<file path="src/rtl/mem_port_arbiter_pkg.sv">
// Shared definitions for the unified-memory port arbiter: state encodings,
// countdown width and the default memory latency.
package mem_port_arbiter_pkg;

    typedef enum logic [1:0] {
        ARB_IDLE   = 2'd0,
        ARB_BUSY_I = 2'd1,
        ARB_BUSY_D = 2'd2
    } arb_state_e;

    localparam int CNT_W           = 4;
    localparam int MEM_LATENCY_DEF = 4;

endpackage

</file>
<file path="src/rtl/mem_port_arbiter_lat_counter.sv">
// Loadable countdown that times one memory access; zero marks the completion cycle.
// Holds at zero when not loaded, so an idle counter always reads as expired.
module lat_counter
    import mem_port_arbiter_pkg::*;
(
    input  logic             clk,
    input  logic             rst,
    input  logic             load,
    input  logic [CNT_W-1:0] load_val,
    input  logic             dec,
    output logic             zero
);

    logic [CNT_W-1:0] cnt_q;
    logic [CNT_W-1:0] cnt_d;

    always_comb begin
        cnt_d = cnt_q;
        if (load) begin
            cnt_d = load_val;
        end else if (dec && (cnt_q != '0)) begin
            cnt_d = cnt_q - 1'b1;
        end
    end

    always_ff @(posedge clk or posedge rst) begin
        if (rst) begin
            cnt_q <= '0;
        end else begin
            cnt_q <= cnt_d;
        end
    end

    assign zero = (cnt_q == '0);

endmodule

</file>
<file path="src/rtl/mem_port_arbiter.sv">
// Shares one fixed-latency single-ported memory between fetch and data stages.
// Data wins the idle cycle; a redirected fetch still occupies the memory but never completes.
module mem_port_arbiter
    import mem_port_arbiter_pkg::*;
#(
    parameter int MEM_LATENCY = MEM_LATENCY_DEF,
    parameter int ADDR_W      = 16,
    parameter int DATA_W      = 16
) (
    input  logic              clk,
    input  logic              rst,
    input  logic              if_req,
    input  logic [ADDR_W-1:0] if_addr,
    input  logic              if_cancel,
    output logic [DATA_W-1:0] if_rdata,
    output logic              if_done,
    output logic              if_stall,
    input  logic              dm_rd,
    input  logic              dm_wr,
    input  logic [ADDR_W-1:0] dm_addr,
    input  logic [DATA_W-1:0] dm_wdata,
    output logic [DATA_W-1:0] dm_rdata,
    output logic              dm_done,
    output logic              dm_stall,
    output logic              mem_en,
    output logic              mem_wr,
    output logic [ADDR_W-1:0] mem_addr,
    output logic [DATA_W-1:0] mem_wdata,
    input  logic [DATA_W-1:0] mem_rdata,
    output logic              err
);

    localparam logic [CNT_W-1:0] LOAD_VAL = CNT_W'(MEM_LATENCY - 1);

    arb_state_e state_q, state_d;
    logic       cxl_q, cxl_d;
    logic       op_wr_q, op_wr_d;
    logic       cnt_load;
    logic       cnt_dec;
    logic       cnt_zero;
    logic       dm_req;

    assign dm_req = dm_rd | dm_wr;

    lat_counter u_lat_counter (
        .clk      (clk),
        .rst      (rst),
        .load     (cnt_load),
        .load_val (LOAD_VAL),
        .dec      (cnt_dec),
        .zero     (cnt_zero)
    );

    always_comb begin
        state_d   = state_q;
        cxl_d     = cxl_q;
        op_wr_d   = op_wr_q;
        cnt_load  = 1'b0;
        cnt_dec   = 1'b0;
        mem_en    = 1'b0;
        mem_wr    = 1'b0;
        mem_addr  = '0;
        mem_wdata = '0;
        if_done   = 1'b0;
        if_rdata  = '0;
        dm_done   = 1'b0;
        dm_rdata  = '0;
        case (state_q)
            ARB_IDLE: begin
                cxl_d = 1'b0;
                if (dm_req) begin
                    // A simultaneous rd+wr is flagged on err and carried out as a write.
                    mem_en    = 1'b1;
                    mem_wr    = dm_wr;
                    mem_addr  = dm_addr;
                    mem_wdata = dm_wr ? dm_wdata : '0;
                    op_wr_d   = dm_wr;
                    cnt_load  = 1'b1;
                    state_d   = ARB_BUSY_D;
                end else if (if_req && !if_cancel) begin
                    mem_en   = 1'b1;
                    mem_addr = if_addr;
                    op_wr_d  = 1'b0;
                    cnt_load = 1'b1;
                    state_d  = ARB_BUSY_I;
                end
            end
            ARB_BUSY_I: begin
                if (cnt_zero) begin
                    state_d = ARB_IDLE;
                    cxl_d   = 1'b0;
                    if (!(cxl_q || if_cancel)) begin
                        if_done  = 1'b1;
                        if_rdata = mem_rdata;
                    end
                end else begin
                    cnt_dec = 1'b1;
                    cxl_d   = cxl_q | if_cancel;
                end
            end
            ARB_BUSY_D: begin
                if (cnt_zero) begin
                    state_d  = ARB_IDLE;
                    dm_done  = 1'b1;
                    dm_rdata = op_wr_q ? '0 : mem_rdata;
                end else begin
                    cnt_dec = 1'b1;
                end
            end
            default: state_d = ARB_IDLE;
        endcase
    end

    always_ff @(posedge clk or posedge rst) begin
        if (rst) begin
            state_q <= ARB_IDLE;
            cxl_q   <= 1'b0;
            op_wr_q <= 1'b0;
        end else begin
            state_q <= state_d;
            cxl_q   <= cxl_d;
            op_wr_q <= op_wr_d;
        end
    end

    assign if_stall = if_req & ~if_done;
    assign dm_stall = dm_req & ~dm_done;
    assign err      = (dm_rd & dm_wr) | (mem_en & mem_addr[0]);

endmodule

</file>
<file path="config.mk">
export PLATFORM = sky130hd
export DESIGN_NAME = mem_port_arbiter
export DESIGN_NICKNAME = d
export VERILOG_FILES = /design/src/rtl/mem_port_arbiter_pkg.sv /design/src/rtl/mem_port_arbiter_lat_counter.sv /design/src/rtl/mem_port_arbiter.sv
export SDC_FILE = /design/constraint.sdc
export NUM_CORES = 1
export LEC_CHECK = 0
export CORE_MARGIN = 1.5
export CORE_UTILIZATION = 25
export CTS_CLUSTER_DIAMETER = 150
export DETAILED_ROUTE_END_ITERATION = 6
export PLACE_DENSITY = 0.81
export SLEW_MARGIN = 40
export SYNTH_ARGS = -nofsm -noshare
export SYNTH_HDL_FRONTEND = slang
export SYNTH_SLANG_ARGS = --single-unit
</file>
<file path="constraint.sdc">
create_clock -name clk -period 2.6 [get_ports clk]
set_clock_uncertainty 0.2 [all_clocks]
set_input_delay 0.52 -clock clk [delete_from_list [all_inputs] [get_ports clk]]
set_output_delay 0.52 -clock clk [all_outputs]
set_load 0.05 [all_outputs]
</file>
==> results of run 1 <==
final cells by class:
class / count / area (um2) / area share, %
antenna: 1 / 2.50 / 0.0664
clock buffer: 3 / 41.3 / 1.10
inverter: 8 / 30.0 / 0.797
multi-input combinational: 107 / 993 / 26.4
sequential: 8 / 200 / 5.32
tap: 50 / 62.6 / 1.66
timing repair buffer: 175 / 2440 / 64.7
path summary, 6_finish.rpt:
kind,from,endpoint,slack (ns),cells after the start
hold reg to reg,op_wr_q,op_wr_q,0.40,1
max in group asynchronous,rst,u_lat_counter.cnt_q[0],1.55,2
hold / removal,rst,state_q[0],0.37,2
setup reg to reg,state_q[0],u_lat_counter.cnt_q[3],0.39,5
setup / recovery,u_lat_counter.cnt_q[0],if_rdata[3],-0.35,8
min in group clk,op_wr_q,op_wr_q,0.40,1
kinds of logic after synthesis:
| kind of cell | Yosys count | share of synthesized area, % |
|---|---|---|
| adders and majority gates | 5 | 5.88 |
| DFF | 8 | 18.8 |
| and+or+nand+nor | 68 | 41.8 |
| buffers and inverters | 19 | 8.35 |
| AOI/OAI and AO/OA | 33 | 24.2 |
| muxes | 1 | 0.941 |
per-layer routing:
layer  share of wire, %  GRT usage (%)  vias up
li1                   -              -      813
met2                 49           62.3      223
met1                 32           30.2      944
met5                  0              0        -
met4                8.2           25.5        0
met3                 11           11.3       66
report_power, final:
part | leakage, nW | total, mW | internal [mW] | switching (mW)
clock | 0.0216 | 0.166 | 0.102 | 0.0645
combinational | 1.57 | 2.71 | 1.27 | 1.44
sequential | 0.0993 | 0.237 | 0.179 | 0.0586
total | 1.69 | 3.11 | 1.55 | 1.56
through the flow:
stage	TNS (ns)	utilization [%]	hold slack (ns)
after floorplan	-0.0315	-	0.136
after global placement	-7.93	82.0	0.282
after detailed placement	-3.41	82.1	0.307
after CTS	-3.80	88.5	0.353
after global routing	-9.98	92.8	0.379
final	-8.59	92.8	0.368
repair_timing:
item	in CTS	in global routing
pin swaps	17	4
hold buffers	0	0
cloned	3	2
setup buffers	8	7
endpoints found under the setup margin	52	48
gates resized for setup	38	16
synth_stat cells (all sizes together), types with 2 or more instances:
cell,instances,area (um2)
and2,34,213
a22o,17,149
and3,17,106
dfrtp,8,200
inv,8,30.0
clkbuf,7,26.3
ha,5,62.6
buf,4,32.5
o21ai,4,20.0
a21oi,3,15.0
nand2,3,11.3
nor2b,3,18.8
a21o,2,15.0
a22oi,2,15.0
a32o,2,20.0
nor2,2,7.51
nor3b,2,20.0
sequential cells by signal, summed over array words and instances, names as in the netlist:
name	cells
cxl_q	1
op_wr_q	1
u_lat_counter.cnt_q	4
state_q	2
==> results.sh, run 1 <==
export IMPL_run_status="finished with violations"
export IMPL_violations="setup timing"
export IMPL_num_nets_final=378
export IMPL_final_cell_count_no_fill=352
export IMPL_final_hold_violation_count=0
export IMPL_initialDrtViolationCount=204
export IMPL_worst_slew_pin_slew_ns=0.384
export IMPL_cts_sinks=8
export IMPL_synth_net_count=209
export IMPL_setup_worst_path_end_class="output port"
export IMPL_floorplan_initialDensity_pct=26.2
export IMPL_gp_routability_congestion=0.835
export IMPL_dr_total_vias=2046
export IMPL_worst_slack_ns=-0.354
export IMPL_global_route_overflow_total=0
export IMPL_cts_htree_levels=1
export IMPL_critical_path_max_stage_delay_ns=0.43
export IMPL_path_clk_slew_ns=0.05
export IMPL_die_h_um=68.2
export IMPL_post_drt_wl_per_cell_um=27.3
export IMPL_synthArstFlopShare_pct=100
export IMPL_maxCapViolations=0
export IMPL_period_minus_slack_ns=2.95
export IMPL_yosys_warnings=0
export IMPL_postSynth_topFlopCell="dfrtp_1"
export IMPL_timing_final_crit_share_pct=114
export IMPL_family_with_the_most_delay_on_the_worst_path="simple AND/OR/NAND/NOR gates"
export IMPL_cts_root_buf="clkbuf_8"
export IMPL_most_common_layout_cells="buf_12, clkdlybuf4s50_1, and2_4"
export IMPL_crit_arrival_ns=2.23
export IMPL_timing_critical_path_slowest_stage_cell="or3b_4"
export IMPL_first_pass_grt_wire_length_mm=11.2
export IMPL_place_ws_ns=-0.208
export IMPL_final_cell_area_mm2=0.00377
export IMPL_io_pins=141
export IMPL_remaining_drc_errors=0
export IMPL_via_per_inst=5.81
export IMPL_power_per_cell_area_mw_per_mm2=826
export IMPL_grt_start_max_net_pins=21
export IMPL_synth_cell_area_mm2=0.00106
export IMPL_groute_usage_overall_pct=33.9
export IMPL_numCtsBuffers=3
export IMPL_hold_path_class="input pin to asynchronous set/reset pin"
export IMPL_fill_cells=122
export IMPL_timing_final_max_slew_violations=0
export IMPL_core_area_mm2=0.00406
export IMPL_synth_cell_type_count=30
export IMPL_drt_pass1_iter_count=4
export IMPL_tritoncts="yes"
export IMPL_clk_path_buf_depth=2
export IMPL_cp_data_required_time_ns=1.88
export IMPL_setup_crit_path_kind="flip-flop to output port"
export IMPL_commonest_non_fill_non_tap_cell_in_the_layout="buf_12"
export IMPL_finalWirelength_mm=9.59
export IMPL_full_die_area_mm2=0.00465
export IMPL_grt_pass1_vias=2039
export IMPL_std_cell_rows=23
export IMPL_peak_supply_drop_mv=0.732
export IMPL_detailedPlacementHpwl_mm=5.06
export IMPL_crit_path_max_fanout=9
export IMPL_report_power_total_mw=3.11
export IMPL_die_width_um=68.2
export IMPL_leakage_nw=1.69
export IMPL_setup_viol=42
export IMPL_synth_area_per_cell_um2=7.94
export IMPL_worst_slew_margin_rel_pct=74.4
export IMPL_netlist_instances=134
export IMPL_area_growth_synth_to_final_pct=254
export IMPL_post_place_cells=328
export IMPL_ordered_cell_list_for_the_critical_path="inv_2 > ha_4 > or3b_4 > nor4b_4 > buf_6 > buf_12 > and2_4 > buf_12"
export IMPL_clock_insertion_delay_at_the_later_pin_of_the_skew_report_ns=0.24
export IMPL_cp_common_cell="buf_12"
export IMPL_timing_fmax_mhz=338
export IMPL_layout_drive_gt1_share_pct=53.5
export IMPL_detail_route_antenna_nets=0
export IMPL_port_buffer_count=140
export IMPL_worst_setup_path_start_kind="flip-flop"
export IMPL_synth_sequential_area_ratio_pct=18.8
export IMPL_synth_ff_latch_count=8
export IMPL_synth_enable_flop_cells=0
export IMPL_worst_path_buf_inv=4
export IMPL_grt_antenna_before_repair=1
export IMPL_rsz0062_at_grt="true"
export IMPL_placement_cell_area_mm2=0.00333
Note: power is estimated with default switching activity, not from simulation.
==> inputs of run 2 (changes only) <==
- ABC_AREA: default -> 1
- CORE_AREA: default -> 2 2 55 57
- CORE_MARGIN: 1.5 -> default
- CORE_UTILIZATION: 25 -> default
- DIE_AREA: default -> 0 0 57 59
- DONT_BUFFER_PORTS: default -> 1
- PLACE_DENSITY: 0.81 -> default
==> results.sh, run 2 <==
export IMPL_io_pins=141
export IMPL_cts_htree_levels=1
export IMPL_groute_usage_overall_pct=17.6
export IMPL_cp_data_required_time_ns=1.88
export IMPL_initialDrtViolationCount=88
export IMPL_synth_top_cells_by_area="nand2_1, dfrtp_1, nor2_1"
export IMPL_via_per_inst=4.59
export IMPL_worst_r2r_endpoint="op_wr_q"
export IMPL_final_hold_violation_count=0
export IMPL_area_growth_synth_to_final_pct=48.6
export IMPL_synth_cell_type_count=20
export IMPL_run_status="completed"
export IMPL_globalRoute_busiestLayer="met2"
export IMPL_report_power_total_mw=1.39
export IMPL_layout_drive_gt1_share_pct=32.6
export IMPL_most_common_layout_cells="nand2_1, buf_4, nor2_1"
export IMPL_synth_ff_latch_count=8
export IMPL_detailedPlacementHpwl_mm=2.82
export IMPL_leakage_nw=1.09
export IMPL_synth_sequential_area_ratio_pct=17.8
export IMPL_gp_routability_congestion=0.794
export IMPL_worst_setup_path_start_kind="flip-flop"
export IMPL_synth_cell_area_mm2=0.00112
export IMPL_synth_enable_flop_cells=0
export IMPL_crit_path_max_fanout=16
export IMPL_synth_net_count=289
export IMPL_worst_slew_pin_slew_ns=0.457
export IMPL_ff2ff_path_depth=5
export IMPL_grt_pass1_vias=1048
export IMPL_top_regs="u_lat_counter.cnt_q: 4 flops, state_q: 2 flops"
export IMPL_tritoncts="yes"
export IMPL_post_drt_wl_per_cell_um=12.0
export IMPL_place_ws_ns=0.263
export IMPL_cp_startpoint="state_q[0]"
export IMPL_setup_crit_path_kind="flip-flop to output port"
export IMPL_peak_supply_drop_mv=0.974
export IMPL_setup_worst_path_end_class="output port"
export IMPL_floorplan_initialDensity_pct=41.5
export IMPL_crit_end="err"
export IMPL_post_synth_top_area_fraction_pct=23.4
export IMPL_fill_cells=262
export IMPL_hold_path_class="input pin to flip-flop"
export IMPL_timing_final_max_slew_violations=0
export IMPL_cts_root_buf="clkbuf_4"
export IMPL_detail_route_antenna_nets=0
export IMPL_global_route_usage_met1_pct=20.6
export IMPL_path_clk_slew_ns=0.05
export IMPL_worst_slew_margin_rel_pct=69.5
export IMPL_period_minus_slack_ns=2.45
export IMPL_die_h_um=59
export IMPL_cts_sinks=8
export IMPL_postLayoutCoreUtil_pct=61.6
export IMPL_crit_arrival_ns=1.73
export IMPL_synthArstFlopShare_pct=100
export IMPL_finalWirelength_mm=3.61
export IMPL_setup_total_negative_slack_ns=0
export IMPL_full_die_area_mm2=0.00336
export IMPL_std_cell_rows=19
export IMPL_grt_start_max_net_pins=19
export IMPL_worst_r2r_startpoint="state_q[0]"
export IMPL_postSynth_topFlopCell="dfrtp_1"
export IMPL_max_reg_flops=4
export IMPL_setup_viol=0
export IMPL_first_pass_grt_wire_length_mm=4.75
export IMPL_timing_fmax_mhz=407
export IMPL_maxCapViolations=0
export IMPL_clk_path_buf_depth=2
export IMPL_num_nets_final=347
export IMPL_dr_total_vias=1383
export IMPL_grt_antenna_before_repair=0
export IMPL_numCtsBuffers=3
export IMPL_remaining_drc_errors=0
export IMPL_core_area_mm2=0.00271
export IMPL_timing_final_crit_share_pct=94.4
export IMPL_drt_pass1_iter_count=4
export IMPL_synth_largest_area_cell="nand2_1"
export IMPL_synth_common_cells="nand2_1, nor2_1, inv_1, nand3_1, dfrtp_1"
export IMPL_yosys_warnings=0
export IMPL_rsz0062_at_grt="false"
export IMPL_power_per_cell_area_mw_per_mm2=831
export IMPL_worst_slack_ns=0.146
export IMPL_antennaDiodeCount=0
export IMPL_rrSetupSlack_ns=0.76
export IMPL_max_flop_register="u_lat_counter.cnt_q"
export IMPL_port_buffer_count=0
export IMPL_most_used_standard_cell_by_instance_count_after_synthesis="nand2_1"
export IMPL_clock_insertion_delay_at_the_later_pin_of_the_skew_report_ns=0.25
export IMPL_netlist_instances=214
export IMPL_die_width_um=57
export IMPL_synth_area_per_cell_um2=5.25
export IMPL_global_route_overflow_total=0
export IMPL_grt_util_met3_pct=5.68
export IMPL_groute_layer_met2_usage_pct=32.3
run 2: layout make-up:
class	count	area (um2)	share of cell area (%)
Clock buffer	3	22.5	1.35
Sequential cell	8	200	12.0
Inverter	51	191	11.5
Timing Repair Buffer	57	455	27.3
Tap cell	31	38.8	2.32
Multi-Input combinational cell	151	761	45.6
run 2: kinds of logic (layout without fill, tap and decap cells):
kind of cell	Yosys count	after routing	share of synthesized area (%)
DFF	8	8	17.8
xor gates and xnor gates	1	1	0.780
AOI/OAI and AO/OA	4	4	2.12
adders and majority gates	5	5	5.57
and+or+nand+nor	140	141	53.1
buffers and inverters	56	111	20.6
run 2: power by group:
group          internal, mW  total, mW  switching, mW
clock                0.0525     0.0907         0.0381
combinational         0.256       1.11          0.854
sequential            0.163      0.188         0.0245
run 2: per-stage QoR:
step	cells	hold slack (ns)	instance area, um2
floorplan	214	0.136	1130
global placement	294	0.173	1530
detailed placement	294	0.177	1530
CTS	298	0.284	1570
global route	301	0.302	1670
finish	301	0.296	1670
run 2: per-layer routing:
layer / routed length, um / vias to the layer above / part of all wire, %
li1: - / 728 / -
met1: 1340 / 588 / 37
met2: 1930 / 67 / 54
met3: 335 / 0 / 9.3
met4: 0 / 0 / 0
met5: 0 / - / 0
run 2: worst min path at each step:
stage                     start                     end  slack (ns)  cells past startpoint
after global placement      rst  u_lat_counter.cnt_q[3]        0.17                      1
after detailed placement    rst                 op_wr_q        0.18                      1
after global routing      dm_wr              state_q[0]        0.30                      3
final                     dm_wr              state_q[0]        0.30                      3
after CTS                 dm_wr              state_q[0]        0.28                      3
after floorplan             rst                   cxl_q        0.14                      1
run 2: critical path, cell delays in order, from the launching register on:
cell	delay (ns)
dfrtp_1	0.39
inv_1	0.09
ha_1	0.29
nand2_2	0.11
nor2_4	0.13
buf_12	0.14
nand2_1	0.06
nand3_1	0.06
buf_4	0.19
run 2: what timing repair did:
item	4_1_cts	5_1_grt
buffers inserted	0	2
resized for setup	1	17
cloned	0	1
pin swaps	0	2
hold endpoints to repair	8	0
hold buffers	1	0
endpoints found under the setup margin	1	43
==> inputs of run 3 (changes only) <==
- CAP_MARGIN: default -> 30
==> results of run 3 <==
No change in the layout: final DEF, timing and power equal those of run 2.
